**config.mk**
```make
export PLATFORM = sky130hd
export DESIGN_NAME = line_wr_buffer
export DESIGN_NICKNAME = d
export VERILOG_FILES = /design/src/rtl/cache_pkg.sv /design/src/rtl/line_wr_drain_fsm.sv /design/src/rtl/line_wr_buffer.sv
export SDC_FILE = /design/constraint.sdc
export NUM_CORES = 1
export LEC_CHECK = 0
export CELL_PAD_IN_SITES_DETAIL_PLACEMENT = 1
export CELL_PAD_IN_SITES_GLOBAL_PLACEMENT = 1
export CORE_ASPECT_RATIO = 0.75
export CORE_UTILIZATION = 30
export DETAILED_ROUTE_END_ITERATION = 6
export PLACE_DENSITY_LB_ADDON = 0.1
export SKIP_CTS_REPAIR_TIMING = 1
export SYNTH_ARGS = -nofsm -noshare
export SYNTH_HDL_FRONTEND = slang
export SYNTH_SLANG_ARGS = --single-unit
```
**constraint.sdc**
```tcl
create_clock -name aclk -period 20.4 [get_ports aclk]
set_clock_uncertainty 0.15 [all_clocks]
set_input_delay 2.04 -clock aclk [delete_from_list [all_inputs] [get_ports aclk]]
set_output_delay 2.04 -clock aclk [all_outputs]
set_load 0.01 [all_outputs]
```
**src/rtl/cache_pkg.sv**
```systemverilog
`default_nettype none
// ============================================================================
// Module      : cache_pkg
// Description : Shared line geometry and drain-state encodings for the DCache
//               write-back path.
// Revision    : 1.0 - initial release
// ============================================================================
package cache_pkg;

    localparam int LINE_WORDS = 8;
    localparam int LINE_BITS  = 256;
    localparam int OFFSET_W   = 5;

    // Line-granular address: byte offset within the 32-byte line dropped
    typedef logic [31:OFFSET_W] line_addr_t;

    // Drain FSM state encoding
    typedef logic [1:0] drain_state_t;
    localparam drain_state_t c_st_idle = 2'd0;
    localparam drain_state_t c_st_addr = 2'd1;
    localparam drain_state_t c_st_data = 2'd2;
    localparam drain_state_t c_st_resp = 2'd3;

endpackage
`default_nettype wire

```
**src/rtl/line_wr_drain_fsm.sv**
```systemverilog
`default_nettype none
// ============================================================================
// Module      : line_wr_drain_fsm
// Description : Drains the head line of the write buffer as one address
//               phase, WORDS data beats and a completion response.
// Revision    : 1.0 - initial release
// ============================================================================
module line_wr_drain_fsm #(
    parameter int ADDR_W = 32,
    parameter int WORDS  = cache_pkg::LINE_WORDS
) (
    input  logic                                 clk,
    input  logic                                 rst_n,
    input  logic                                 i_head_valid,
    input  logic [ADDR_W-1:cache_pkg::OFFSET_W]  i_head_addr,
    input  logic [32*WORDS-1:0]                  i_head_data,
    input  logic                                 i_awready,
    input  logic                                 i_wready,
    input  logic                                 i_bvalid,
    output logic                                 o_awvalid,
    output logic [ADDR_W-1:0]                    o_awaddr,
    output logic                                 o_wvalid,
    output logic [31:0]                          o_wdata,
    output logic                                 o_wlast,
    output logic                                 o_retire,
    output logic                                 o_idle
);
    import cache_pkg::*;

    localparam int                  c_beat_w    = $clog2(WORDS);
    localparam logic [c_beat_w-1:0] c_last_beat = c_beat_w'(WORDS - 1);
    localparam logic [c_beat_w-1:0] c_beat_one  = c_beat_w'(1);

    drain_state_t        r_state;
    logic [c_beat_w-1:0] r_beat;
    logic                w_last_beat;

    assign w_last_beat = (r_beat == c_last_beat);

    // Sequence the head entry through address, data beats and response
    always_ff @(posedge clk or negedge rst_n) begin
        if (!rst_n) begin
            r_state <= c_st_idle;
            r_beat  <= '0;
        end else begin
            case (r_state)
                c_st_idle: begin
                    if (i_head_valid) r_state <= c_st_addr;
                end
                c_st_addr: begin
                    if (i_awready) begin
                        r_state <= c_st_data;
                        r_beat  <= '0;
                    end
                end
                c_st_data: begin
                    if (i_wready) begin
                        if (w_last_beat) begin
                            r_state <= c_st_resp;
                            r_beat  <= '0;
                        end else begin
                            r_beat  <= r_beat + c_beat_one;
                        end
                    end
                end
                c_st_resp: begin
                    if (i_bvalid) r_state <= c_st_idle;
                end
                default: r_state <= c_st_idle;
            endcase
        end
    end

    // Channel outputs are state-gated so the payload reads zero when not offered
    always_comb begin
        o_awvalid = (r_state == c_st_addr);
        o_wvalid  = (r_state == c_st_data);
        o_awaddr  = '0;
        o_wdata   = '0;
        o_wlast   = 1'b0;
        if (r_state == c_st_addr) begin
            o_awaddr = {i_head_addr, {OFFSET_W{1'b0}}};
        end
        if (r_state == c_st_data) begin
            o_wdata = i_head_data[32*int'(r_beat) +: 32];
            o_wlast = w_last_beat;
        end
        o_retire  = (r_state == c_st_resp) && i_bvalid;
        o_idle    = (r_state == c_st_idle);
    end

endmodule
`default_nettype wire

```
**src/rtl/line_wr_buffer.sv**
```systemverilog
`default_nettype none
// ============================================================================
// Module      : line_wr_buffer
// Description : Dirty-line write-back FIFO between the DCache write port and
//               the cache-to-AXI bridge write channel, with refill conflict
//               detection against every buffered line.
// Revision    : 1.0 - initial release
// ============================================================================
module line_wr_buffer #(
    parameter int DEPTH      = 2,
    parameter int LINE_WORDS = 8,
    parameter int ADDR_W     = 32
) (
    input  logic                    aclk,
    input  logic                    aresetn,
    input  logic                    wr_req,
    input  logic [ADDR_W-1:0]       wr_addr,
    input  logic [32*LINE_WORDS-1:0] wr_data,
    output logic                    wr_rdy,
    input  logic [ADDR_W-1:0]       rd_chk_addr,
    output logic                    rd_conflict,
    output logic                    empty,
    output logic                    out_awvalid,
    output logic [ADDR_W-1:0]       out_awaddr,
    input  logic                    out_awready,
    output logic                    out_wvalid,
    output logic [31:0]             out_wdata,
    output logic                    out_wlast,
    input  logic                    out_wready,
    input  logic                    out_bvalid
);
    localparam int                 c_ptr_w   = $clog2(DEPTH);
    localparam int                 c_off_w   = cache_pkg::OFFSET_W;
    localparam logic [c_ptr_w:0]   c_ptr_one = (c_ptr_w + 1)'(1);

    logic [c_ptr_w:0]             r_wr_ptr;
    logic [c_ptr_w:0]             r_rd_ptr;
    logic [DEPTH-1:0]             r_valid;
    logic [ADDR_W-1:c_off_w]      r_addr [DEPTH];
    logic [32*LINE_WORDS-1:0]     r_data [DEPTH];

    logic [c_ptr_w-1:0]           w_wr_idx;
    logic [c_ptr_w-1:0]           w_rd_idx;
    logic                         w_full;
    logic                         w_push;
    logic                         w_retire;
    logic                         w_fsm_idle;
    logic [DEPTH-1:0]             w_hit;
    logic                         w_unused_lsb;

    assign w_wr_idx = r_wr_ptr[c_ptr_w-1:0];
    assign w_rd_idx = r_rd_ptr[c_ptr_w-1:0];
    assign w_full   = (r_wr_ptr[c_ptr_w] != r_rd_ptr[c_ptr_w]) && (w_wr_idx == w_rd_idx);
    assign wr_rdy   = !w_full;
    assign w_push   = wr_req && !w_full;

    // Byte offsets inside a line carry no information for this buffer
    assign w_unused_lsb = ^{wr_addr[c_off_w-1:0], rd_chk_addr[c_off_w-1:0]};

    // Pointers and valid bits; enqueue and retire may land in the same cycle
    always_ff @(posedge aclk or negedge aresetn) begin
        if (!aresetn) begin
            r_wr_ptr <= '0;
            r_rd_ptr <= '0;
            r_valid  <= '0;
        end else begin
            if (w_push) begin
                r_valid[w_wr_idx] <= 1'b1;
                r_wr_ptr          <= r_wr_ptr + c_ptr_one;
            end
            if (w_retire) begin
                r_valid[w_rd_idx] <= 1'b0;
                r_rd_ptr          <= r_rd_ptr + c_ptr_one;
            end
        end
    end

    // Line payload; only meaningful while the matching valid bit is set
    always_ff @(posedge aclk) begin
        if (w_push) begin
            r_addr[w_wr_idx] <= wr_addr[ADDR_W-1:c_off_w];
            r_data[w_wr_idx] <= wr_data;
        end
    end

    // Refill hazard: compare the pending refill line against every valid entry
    generate
        for (genvar g = 0; g < DEPTH; g++) begin : g_cmp
            assign w_hit[g] = r_valid[g] && (r_addr[g] == rd_chk_addr[ADDR_W-1:c_off_w]);
        end
    endgenerate

    assign rd_conflict = |w_hit;
    assign empty       = !(|r_valid) && w_fsm_idle;

    line_wr_drain_fsm #(
        .ADDR_W (ADDR_W),
        .WORDS  (LINE_WORDS)
    ) u_drain (
        .clk          (aclk),
        .rst_n        (aresetn),
        .i_head_valid (r_valid[w_rd_idx]),
        .i_head_addr  (r_addr[w_rd_idx]),
        .i_head_data  (r_data[w_rd_idx]),
        .i_awready    (out_awready),
        .i_wready     (out_wready),
        .i_bvalid     (out_bvalid),
        .o_awvalid    (out_awvalid),
        .o_awaddr     (out_awaddr),
        .o_wvalid     (out_wvalid),
        .o_wdata      (out_wdata),
        .o_wlast      (out_wlast),
        .o_retire     (w_retire),
        .o_idle       (w_fsm_idle)
    );

endmodule
`default_nettype wire

```
== Yosys cells after proc, flatten, opt, wreduce, memory -nomap -nowiden ==
Memories as Yosys holds them, arrays and structs flattened.
Cells that the tools add are included.

* Register bits after elaboration: 11
* Bits in writable memories: 566
* Output and inout port bits: 70
* Memories kept: 2

{| class="wikitable"
|+ Memories
! memory !! depth !! bits a word !! read ports !! clocked after memory_dff !! wr ports !! line !! RTL
|-
| r_data || 2 || 256 || 1 || 0 || 1 || line_wr_buffer.sv:40 || <nowiki>logic [32*LINE_WORDS-1:0] r_data [DEPTH];</nowiki>
|-
| r_addr || 2 || 27 || 3 || 0 || 1 || line_wr_buffer.sv:39 || <nowiki>logic [ADDR_W-1:c_off_w] r_addr [DEPTH];</nowiki>
|}

* Add/sub/neg operators: 3
* $lt $le $gt $ge: 4
* Eq/ne operators: 13
* Shift operators: 1
* Mux-type cells: 23
* Bitwise logic cells: 3
* Reductions and logical operators: 16

{| class="wikitable"
|+ Operators by type and width
! kind !! number
|-
| $shiftx A256 B9 Y32 || 1
|-
| $mux W32 || 2
|-
| $eq A27 B27 Y1 || 2
|-
| $mux W2 || 7
|-
| $mux W3 || 3
|-
| $logic_and A1 B1 Y1 || 8
|-
| $ne A2 B1 Y1 const B || 4
|-
| $pmux W2 S4 || 1
|-
| $mux W1 || 7
|-
| $pmux W3 S2 || 1
|-
| $reduce_and A5 Y1 || 1
|-
| $add A2 B1 Y2 const B || 2
|-
| $eq A2 B2 Y1 const B || 2
|-
| $lt A1 B2 Y1 const B || 2
|-
| $reduce_or A2 Y1 || 2
|-
| $add A3 B1 Y3 const B || 1
|-
| $eq A3 B3 Y1 const B || 1
|-
| $reduce_and A3 Y1 || 1
|-
| $and A2 B2 Y2 || 1
|-
| $demux W1 S1 || 2
|-
| $eq A2 B1 Y1 const B || 1
|-
| $ge A1 B1 Y1 const B || 2
|-
| $logic_not A1 Y1 || 2
|-
| $logic_not A2 Y1 || 1
|-
| other kinds (6) || 6
|}

== Depth between registers and ports, before layout ==
Gate-level depths: netlist (run 1).

* Word-level depth: 8
* Gate-level depth with buffers: 7

== Modules after synthesis ==
From an unflattened synthesis (run 1), not the netlist that was laid out.

* Cell total of the unflattened synthesis: 1,197
* Area total of the unflattened synthesis: 23,807.8 µm²

{| class="wikitable"
|+ By module, submodules not included
! module !! instances !! cells each !! area each (µm²)
|-
| line_wr_buffer || 1 || 981 || 21,207.8
|-
| line_wr_drain_fsm || 1 || 216 || 2,600.0
|}

== Worst setup path after synthesis (run 1) ==
OpenSTA, ideal clock, no wires.

* Kind: in2reg
* Start: input wr_req
* End: register r_valid[0]
* Setup time: 0.115 ns
* Arrival: 15.043 ns
* Data required time: 20.135 ns
* Path slack: 5.092 ns
* Stages: 3
* Buffers on the path: 0
* Path through: a21bo_1 -> nor2_1 -> o22a_1

* Cells in the longest elaborated chain, start to end: 4

{| class="wikitable"
|+ RTL lines
! item !! line !! RTL
|-
| start, declared || line_wr_buffer.sv:16 || <nowiki>input logic wr_req,</nowiki>
|-
| $logic_and A1 B1 Y1 * || line_wr_buffer.sv:55 || <nowiki>assign w_push = wr_req && !w_full;</nowiki>
|-
| $mux W2 * || line_wr_buffer.sv:67 || <nowiki>if (w_push) begin</nowiki>
|-
| $and A2 B2 Y2 (no line) || - ||
|-
| $mux W2 * || line_wr_buffer.sv:71 || <nowiki>if (w_retire) begin</nowiki>
|-
| end signal, assigned || line_wr_buffer.sv:65 || <nowiki>r_valid <= '0;</nowiki>
|-
| end signal, assigned by index || line_wr_buffer.sv:68 || <nowiki>r_valid[w_wr_idx] <= 1'b1;</nowiki>
|-
| end signal, assigned by index || line_wr_buffer.sv:72 || <nowiki>r_valid[w_rd_idx] <= 1'b0;</nowiki>
|-
| end, declared || line_wr_buffer.sv:38 || <nowiki>logic [DEPTH-1:0] r_valid;</nowiki>
|}

Every way passes the cells marked *; elsewhere a longest branch is shown, timed or not.
A chain may end at the register's enable or synchronous reset.

== Worst setup path in the final report (run 1) ==
* Start: register r_rd_ptr[0]
* End: output out_wdata[30]

* Cells in the longest elaborated chain, start to end: 3

{| class="wikitable"
|+ RTL lines
! item !! line !! RTL
|-
| start, declared || line_wr_buffer.sv:37 || <nowiki>logic [c_ptr_w:0] r_rd_ptr;</nowiki>
|-
| start signal, assigned || line_wr_buffer.sv:73 || <nowiki>r_rd_ptr <= r_rd_ptr + c_ptr_one;</nowiki>
|-
| $mem_v2 Z2 W256 || - ||
|-
| $shiftx A256 B9 Y32 || line_wr_drain_fsm.sv:85 || <nowiki>o_wdata = i_head_data[32*int'(r_beat) +: 32];</nowiki>
|-
| $mux W32 || line_wr_drain_fsm.sv:84 || <nowiki>if (r_state == c_st_data) begin</nowiki>
|-
| end, declared || line_wr_buffer.sv:27 || <nowiki>output logic [31:0] out_wdata,</nowiki>
|}

No other way between the ends.

==> results.sh, run 1 <==
export IMPL_post_route_util_pct=40.0
export IMPL_cts_buffers=59
export IMPL_drive_above_1_share_pct=16.3
export IMPL_dieHeight_um=240
export IMPL_ir_worst_vdd_v=0.000135
export IMPL_core_area_um2=74100
export IMPL_critPathKind="reg -> out"
export IMPL_p_sw_share_pct=28.4
export IMPL_yosys_top_cells_count="566 x edfxtp_1, 128 x mux4_2, 92 x mux2i_1, 34 x xnor2_1, 33 x o22ai_1"
export IMPL_status="completed"
export IMPL_critPathTopFamily="buffers and inverters"
export IMPL_fillCellCount=7130
export IMPL_drc=0
export IMPL_ys_top_cells_by_area="edfxtp_1 75%, mux4_2 13%, mux2i_1 4.1%, xnor2_1 1.3%, dfrtp_1 1.2%"
export IMPL_ctsRootBufferMaster="clkbuf_16"
export IMPL_ios=396
export IMPL_tns_ns=0
export IMPL_setup_viol=0
export IMPL_hpwlAfterDp_mm=35.4
export IMPL_grt_max_degree=156
export IMPL_syn_area_um2=22700
export IMPL_dominantRegCellSynth="edfxtp_1"
export IMPL_synth_seq_area_share_pct=76.2
export IMPL_htree_num_levels=2
export IMPL_die_area_um2=76700
export IMPL_crit_path_start_kind="register"
export IMPL_ys_async_sr_fraction_pct=1.91
export IMPL_ys_ff_latch=577
export IMPL_place_ws_ns=13.93
export IMPL_first_global_vias=12500
export IMPL_design_area_um2=29700
export IMPL_place_area_um2=27600
export IMPL_area_growth_pct=30.8
export IMPL_ys_types=36
export IMPL_synth_warnings=0
export IMPL_synth_cells=1026
export IMPL_drt_pre_antenna_iters=4
export IMPL_wl_met2_mm=27.7
export IMPL_cp_startpoint="r_rd_ptr[0]$_DFFE_PN0P_"
export IMPL_synth_most_common_cell="edfxtp_1"
export IMPL_tritoncts="done"
export IMPL_p_int_mw=2.99
export IMPL_io_buffers=380
export IMPL_hp_class="reg -> reg"
export IMPL_critPathRequiredTime_ns=18.21
export IMPL_wl_met1_mm=24.0
export IMPL_cts_sinks=577
export IMPL_timing_fmax_mhz=146
export IMPL_hold_viol_final=0
export IMPL_holdWs_ns=0.330
export IMPL_hold_start="r_wr_ptr[1]$_DFFE_PN0N_"
export IMPL_clock_power_share_pct=28.1
export IMPL_ant_nets=0
export IMPL_syn_area_per_cell_um2=22.1
export IMPL_r2r_slack_ns=15.52
export IMPL_worst_slew_pin_slew_ns=1.06
export IMPL_rsz0062_at_grt="no"
export IMPL_cts_max_path_buffers=3
export IMPL_synth_top_area_cell="edfxtp_1"
export IMPL_drtIter0Drc=491
export IMPL_crit_chain="buf_12, buf_4, mux4_2, mux2i_1, o22ai_1, clkdlybuf4s50_1"
export IMPL_cp_num_buf_inv=3
export IMPL_comb_power_share_pct=27.8
export IMPL_start_util_pct=30.6
export IMPL_path_max_fanout=87
export IMPL_grt_ovfl_total=0
export IMPL_maxCapViolations=0
export IMPL_fin_crit_ns=6.86
export IMPL_p_leak_nw=9.42
export IMPL_wirelength_mm=56.4
export IMPL_cpMaxStageDelayCell="dfrtp_4"
export IMPL_period_share_pct=33.6
export IMPL_grtUsageTotal_pct=14.6
export IMPL_path_clk_slew_ns=0.06
export IMPL_vias_per_cell=4.59
export IMPL_gp_congestion=0.699
export IMPL_grt_antenna_before_repair=18
export IMPL_wl_per_cell_um=23.0
export IMPL_slew_limit_headroom_pct=29.5
export IMPL_nets=1765
export IMPL_cp_slowest_stage_delay_ns=0.86
export IMPL_vias=11300
export IMPL_power_density_nw_per_um2=141
export IMPL_power_switching_mw=1.19
export IMPL_cp_arrival_ns=4.67
export IMPL_drv_slew=0
export IMPL_synth_top_cell_area_share_pct=75.0
export IMPL_synth_enable_flop_cells=566
export IMPL_r2r_start="r_rd_ptr[0]$_DFFE_PN0P_"
export IMPL_clk_latency_ns=0.61
export IMPL_seqPwrFrac_pct=44.1
export IMPL_end_kind="output pin"
export IMPL_dr_max_layer_used="met5"
export IMPL_timing_final_ws_setup_ns=13.54
export IMPL_wl_met3_mm=3.41
export IMPL_grt_pass1_wl_mm=82.4
export IMPL_die_x_um=319
export IMPL_row_count=86
-- kinds of logic (layout without fill, tap and decap cells) --
logic type                 count (synthesis)  count (layout)  share of synthesized area (%)
AOI/OAI and AO/OA                         42              42                           1.24
buffers and inverters                     56             507                           1.42
adders and majority gates                  6               6                          0.331
muxes                                    221             221                           16.8
DFF                                      577             577                           76.2
xor gates and xnor gates                  60              60                           2.32
other                                      1               8                         0.0165
and+or+nand+nor                           63              63                           1.66
-- power by group through the flow --
stage               Sequential, mW  Combinational (mW)  Clock [mW]
global route                  1.88                1.27        1.25
finish                        1.84                1.16        1.17
floorplan                     1.95               0.788           0
global placement              1.86                1.20           0
detailed placement            1.88                1.21           0
CTS                           1.85                1.21        1.22
-- layout make-up --
type	count	area, um^2	area share [%]
multi-input cells	397	5110	17.2
well taps	968	1210	4.08
repair buffers	395	3940	13.3
flip-flops and latches	577	17300	58.3
clock buffers	75	1580	5.32
diodes	3	7.51	0.0253
inverters	3	11.3	0.0380
clock inverters	34	517	1.74
-- per-layer routing --
layer	global-route usage, %	vias to the layer above
met5	0	-
met4	3.72	32
met3	4.41	106
met2	24.4	226
met1	18.4	5814
li1	-	5083
-- through the flow --
| stage | total power [mW] | instances |
|---|---|---|
| 2_1_floorplan | 2.74 | 1030 |
| 3_3_place_gp | 3.06 | 2340 |
| 3_5_place_dp | 3.08 | 2340 |
| 4_1_cts | 4.28 | 2449 |
| 5_1_grt | 4.40 | 2450 |
| 6_report | 4.18 | 2452 |
-- worst reg2reg max path: stages, from the launching register on --
cell and delay, ns:
dfrtp_4 0.86, buf_12 0.64, xnor2_1 0.24, nand2_1 0.13, and3_4 0.82, buf_4 0.78, buf_4 0.81
-- cells in the final DEF (no fill, tap or decap), types with 8 or more instances in the layout --
cell type	Yosys	routed
clkdlybuf4s50_1	0	380
clkbuf_16	0	61
xnor2_1	34	34
xor2_1	26	26
mux2i_1	92	92
dfrtp_1	11	8
clkbuf_1	12	14
nor2b_1	27	27
edfxtp_1	566	566
o22ai_1	33	33
clkinv_2	0	11
bufinv_16	0	13
nand4_1	8	8
mux4_2	128	128
buf_4	6	13
-- registers in the layout (all words and copies together) (netlist names) --
register,cells
u_drain.r_state,2
r_rd_ptr,2
r_wr_ptr,2
r_addr,54
r_data,512
r_valid,2
u_drain.r_beat,3
-- final timing paths --
check | end | cells past startpoint
worst min-delay path | r_wr_ptr[1]$_DFFE_PN0N_ | 1
worst max register to register | r_data[1][177]$_DFFE_PP_ | 6
min in group asynchronous | u_drain.r_beat[2]$_DFFE_PN0P_ | 1
max in group asynchronous | r_rd_ptr[0]$_DFFE_PN0P_ | 1
worst min register to register | r_wr_ptr[1]$_DFFE_PN0N_ | 1
worst max-delay path | out_wdata[30] | 6
Note: power is estimated with default switching activity, not from simulation.
==> inputs of run 2 (changes only) <==
- clock period: 20.4 -> 7.1 ns (I/O delays scaled with it)
==> run 2 against run 1 <==
  * First-iteration DRC count increased by 8.8%
  * Cell count grew 0.16%
  * Sequential power grew to 2.9 times the previous value
  * Non-clock buffer count down 1
  * Design area is essentially flat
  * Clock-buffer cell count is 10 lower
  * Worst hold slack worse by 0.054 ns
  * Setup slack got worse by 11 ns
  * Largest cell class unchanged
==> results.sh, run 2 (synthesis results as in run 1) <==
export IMPL_ios=396
export IMPL_p_int_mw=8.52
export IMPL_ant_nets=0
export IMPL_grt_pass1_wl_mm=82.3
export IMPL_first_global_vias=12600
export IMPL_seqPwrFrac_pct=44.4
export IMPL_ctsRootBufferMaster="clkbuf_16"
export IMPL_worst_slew_pin_slew_ns=1.12
export IMPL_r2r_slack_ns=3.33
export IMPL_r2r_start="r_rd_ptr[0]$_DFFE_PN0P_"
export IMPL_vias=11300
export IMPL_power_density_nw_per_um2=403
export IMPL_critPathKind="reg -> out"
export IMPL_grt_ovfl_total=0
export IMPL_row_count=86
export IMPL_wl_per_cell_um=22.9
export IMPL_top_regs="r_data x512, r_addr x54, u_drain.r_beat x3"
export IMPL_multi_input_area_um2=5110
export IMPL_drtIter0Drc=534
export IMPL_cts_buffers=60
export IMPL_die_area_um2=76700
export IMPL_regMostFlops="r_data"
export IMPL_start_util_pct=30.6
export IMPL_clock_power_share_pct=27.4
export IMPL_comb_power_share_pct=28.1
export IMPL_grt_max_degree=149
export IMPL_critPathRequiredTime_ns=6.24
export IMPL_cpMaxStageDelayCell="dfrtp_4"
export IMPL_grtUsageTotal_pct=14.6
export IMPL_cts_sinks=577
export IMPL_largest_reg_flops=512
export IMPL_wirelength_mm=56.3
export IMPL_path_max_fanout=84
export IMPL_seq_area_um2=17300
export IMPL_drive_above_1_share_pct=16.3
export IMPL_area_growth_pct=30.9
export IMPL_htree_num_levels=2
export IMPL_cp_slowest_stage_delay_ns=0.97
export IMPL_tritoncts="done"
export IMPL_die_x_um=319
export IMPL_crit_chain="buf_12, mux4_2, mux2i_1, o22ai_1, clkdlybuf4s50_1"
export IMPL_timing_final_ws_setup_ns=2.57
export IMPL_drt_pre_antenna_iters=4
export IMPL_path_clk_slew_ns=0.06
export IMPL_final_cell_mix="566 x edfxtp_1, 380 x clkdlybuf4s50_1, 128 x mux4_2, 92 x mux2i_1, 60 x clkbuf_16"
export IMPL_dieHeight_um=240
export IMPL_hpwlAfterDp_mm=35.5
export IMPL_timing_fmax_mhz=221
export IMPL_period_share_pct=63.8
export IMPL_hold_viol_final=0
export IMPL_clk_latency_ns=0.64
export IMPL_vias_per_cell=4.61
export IMPL_crit_path_start_kind="register"
export IMPL_p_sw_share_pct=28.7
export IMPL_maxCapViolations=0
export IMPL_place_ws_ns=3.08
export IMPL_tns_ns=0
export IMPL_power_switching_mw=3.44
export IMPL_end_kind="output pin"
export IMPL_r2r_end="r_data[1][111]$_DFFE_PP_"
export IMPL_cts_max_path_buffers=3
export IMPL_drv_slew=0
export IMPL_slew_limit_headroom_pct=25.2
export IMPL_cp_arrival_ns=3.67
export IMPL_final_common_cell="edfxtp_1"
export IMPL_p_leak_nw=9.41
export IMPL_drc=0
export IMPL_fillCellCount=7123
export IMPL_hp_class="in -> async"
export IMPL_gp_congestion=0.719
export IMPL_r2r_cells=5
export IMPL_core_area_um2=74100
export IMPL_ir_worst_vdd_v=0.000514
export IMPL_status="completed"
export IMPL_fin_crit_ns=4.53
export IMPL_setup_viol=0
export IMPL_nets=1765
export IMPL_rsz0062_at_grt="no"
export IMPL_grt_antenna_before_repair=18
export IMPL_io_buffers=380
==> run 2: changes by cell type in the layout (fill, tap and decap cells not counted) <==
cell,previous run,this run
inv_16,1,0
clkbuf_16,61,60
clkinv_2,11,14
inv_6,0,2
buf_4,13,8
diode_2,3,5
bufinv_16,13,11
clkinv_1,5,15
clkinv_16,0,1
buf_12,2,6
clkbuf_1,14,5
==> run 2: worst max-delay path: cells and delay by family (launching register included) <==
family / cells / cell delay, ns
buffers and inverters: 2 / 1.04
AOI/OAI and AO/OA: 1 / 0.15
muxes: 2 / 0.69
DFF: 1 / 0.97
==> run 2: how the worst max path moves through the flow <==
| stage | startpoint | endpoint | slack (ns) | cells after the start |
|---|---|---|---|---|
| after floorplan | r_rd_ptr[0]$_DFFE_PN0P_ | r_valid[0]$_DFF_PN0_ | 1.17 | 7 |
| after global placement | r_rd_ptr[0]$_DFFE_PN0P_ | out_wdata[30] | 3.10 | 5 |
| after detailed placement | u_drain.r_beat[0]$_DFFE_PN0P_ | out_wdata[30] | 3.08 | 5 |
| after CTS | u_drain.r_beat[0]$_DFFE_PN0P_ | out_wdata[30] | 2.33 | 5 |
| after global routing | r_rd_ptr[0]$_DFFE_PN0P_ | out_wdata[30] | 2.29 | 5 |
| final | u_drain.r_beat[0]$_DFFE_PN0P_ | out_wdata[30] | 2.57 | 5 |
==> run 2: final cells by class <==
class,count,area share [%]
repair buffers,394,13.4
diodes,5,0.0422
flip-flops and latches,577,58.3
clock inverters,47,1.81
well taps,968,4.08
inverters,3,0.0380
clock buffers,65,5.12
multi-input cells,397,17.2
==> run 2: layer usage <==
metal	GRT usage [%]	part of all wire, %	vias up
li1	-	-	5100
met1	18.4	42	5862
met2	24.2	50	245
met3	4.56	6.2	89
met4	3.89	1.7	26
met5	0	0.31	-
==> run 2: stage by stage <==
stage	instance area [um^2]	util (%)	std cells	power, mW	hold slack, ns
floorplan	22700	-	1030	7.59	0.264
global placement	27600	37.2	2339	8.82	0.336
detailed placement	27600	37.2	2339	8.89	0.338
CTS	29700	40.0	2451	12.2	0.235
global route	29700	40.0	2453	12.6	0.275
finish	29700	40.0	2456	12.0	0.276
==> run 2: power by group through the flow <==
stage / registers (mW) / clock network (mW) / logic, mW
2_1_floorplan: 5.33 / 0 / 2.27
3_3_place_gp: 5.35 / 0 / 3.47
3_5_place_dp: 5.40 / 0 / 3.49
4_1_cts: 5.34 / 3.40 / 3.50
5_1_grt: 5.42 / 3.52 / 3.67
6_report: 5.32 / 3.28 / 3.36
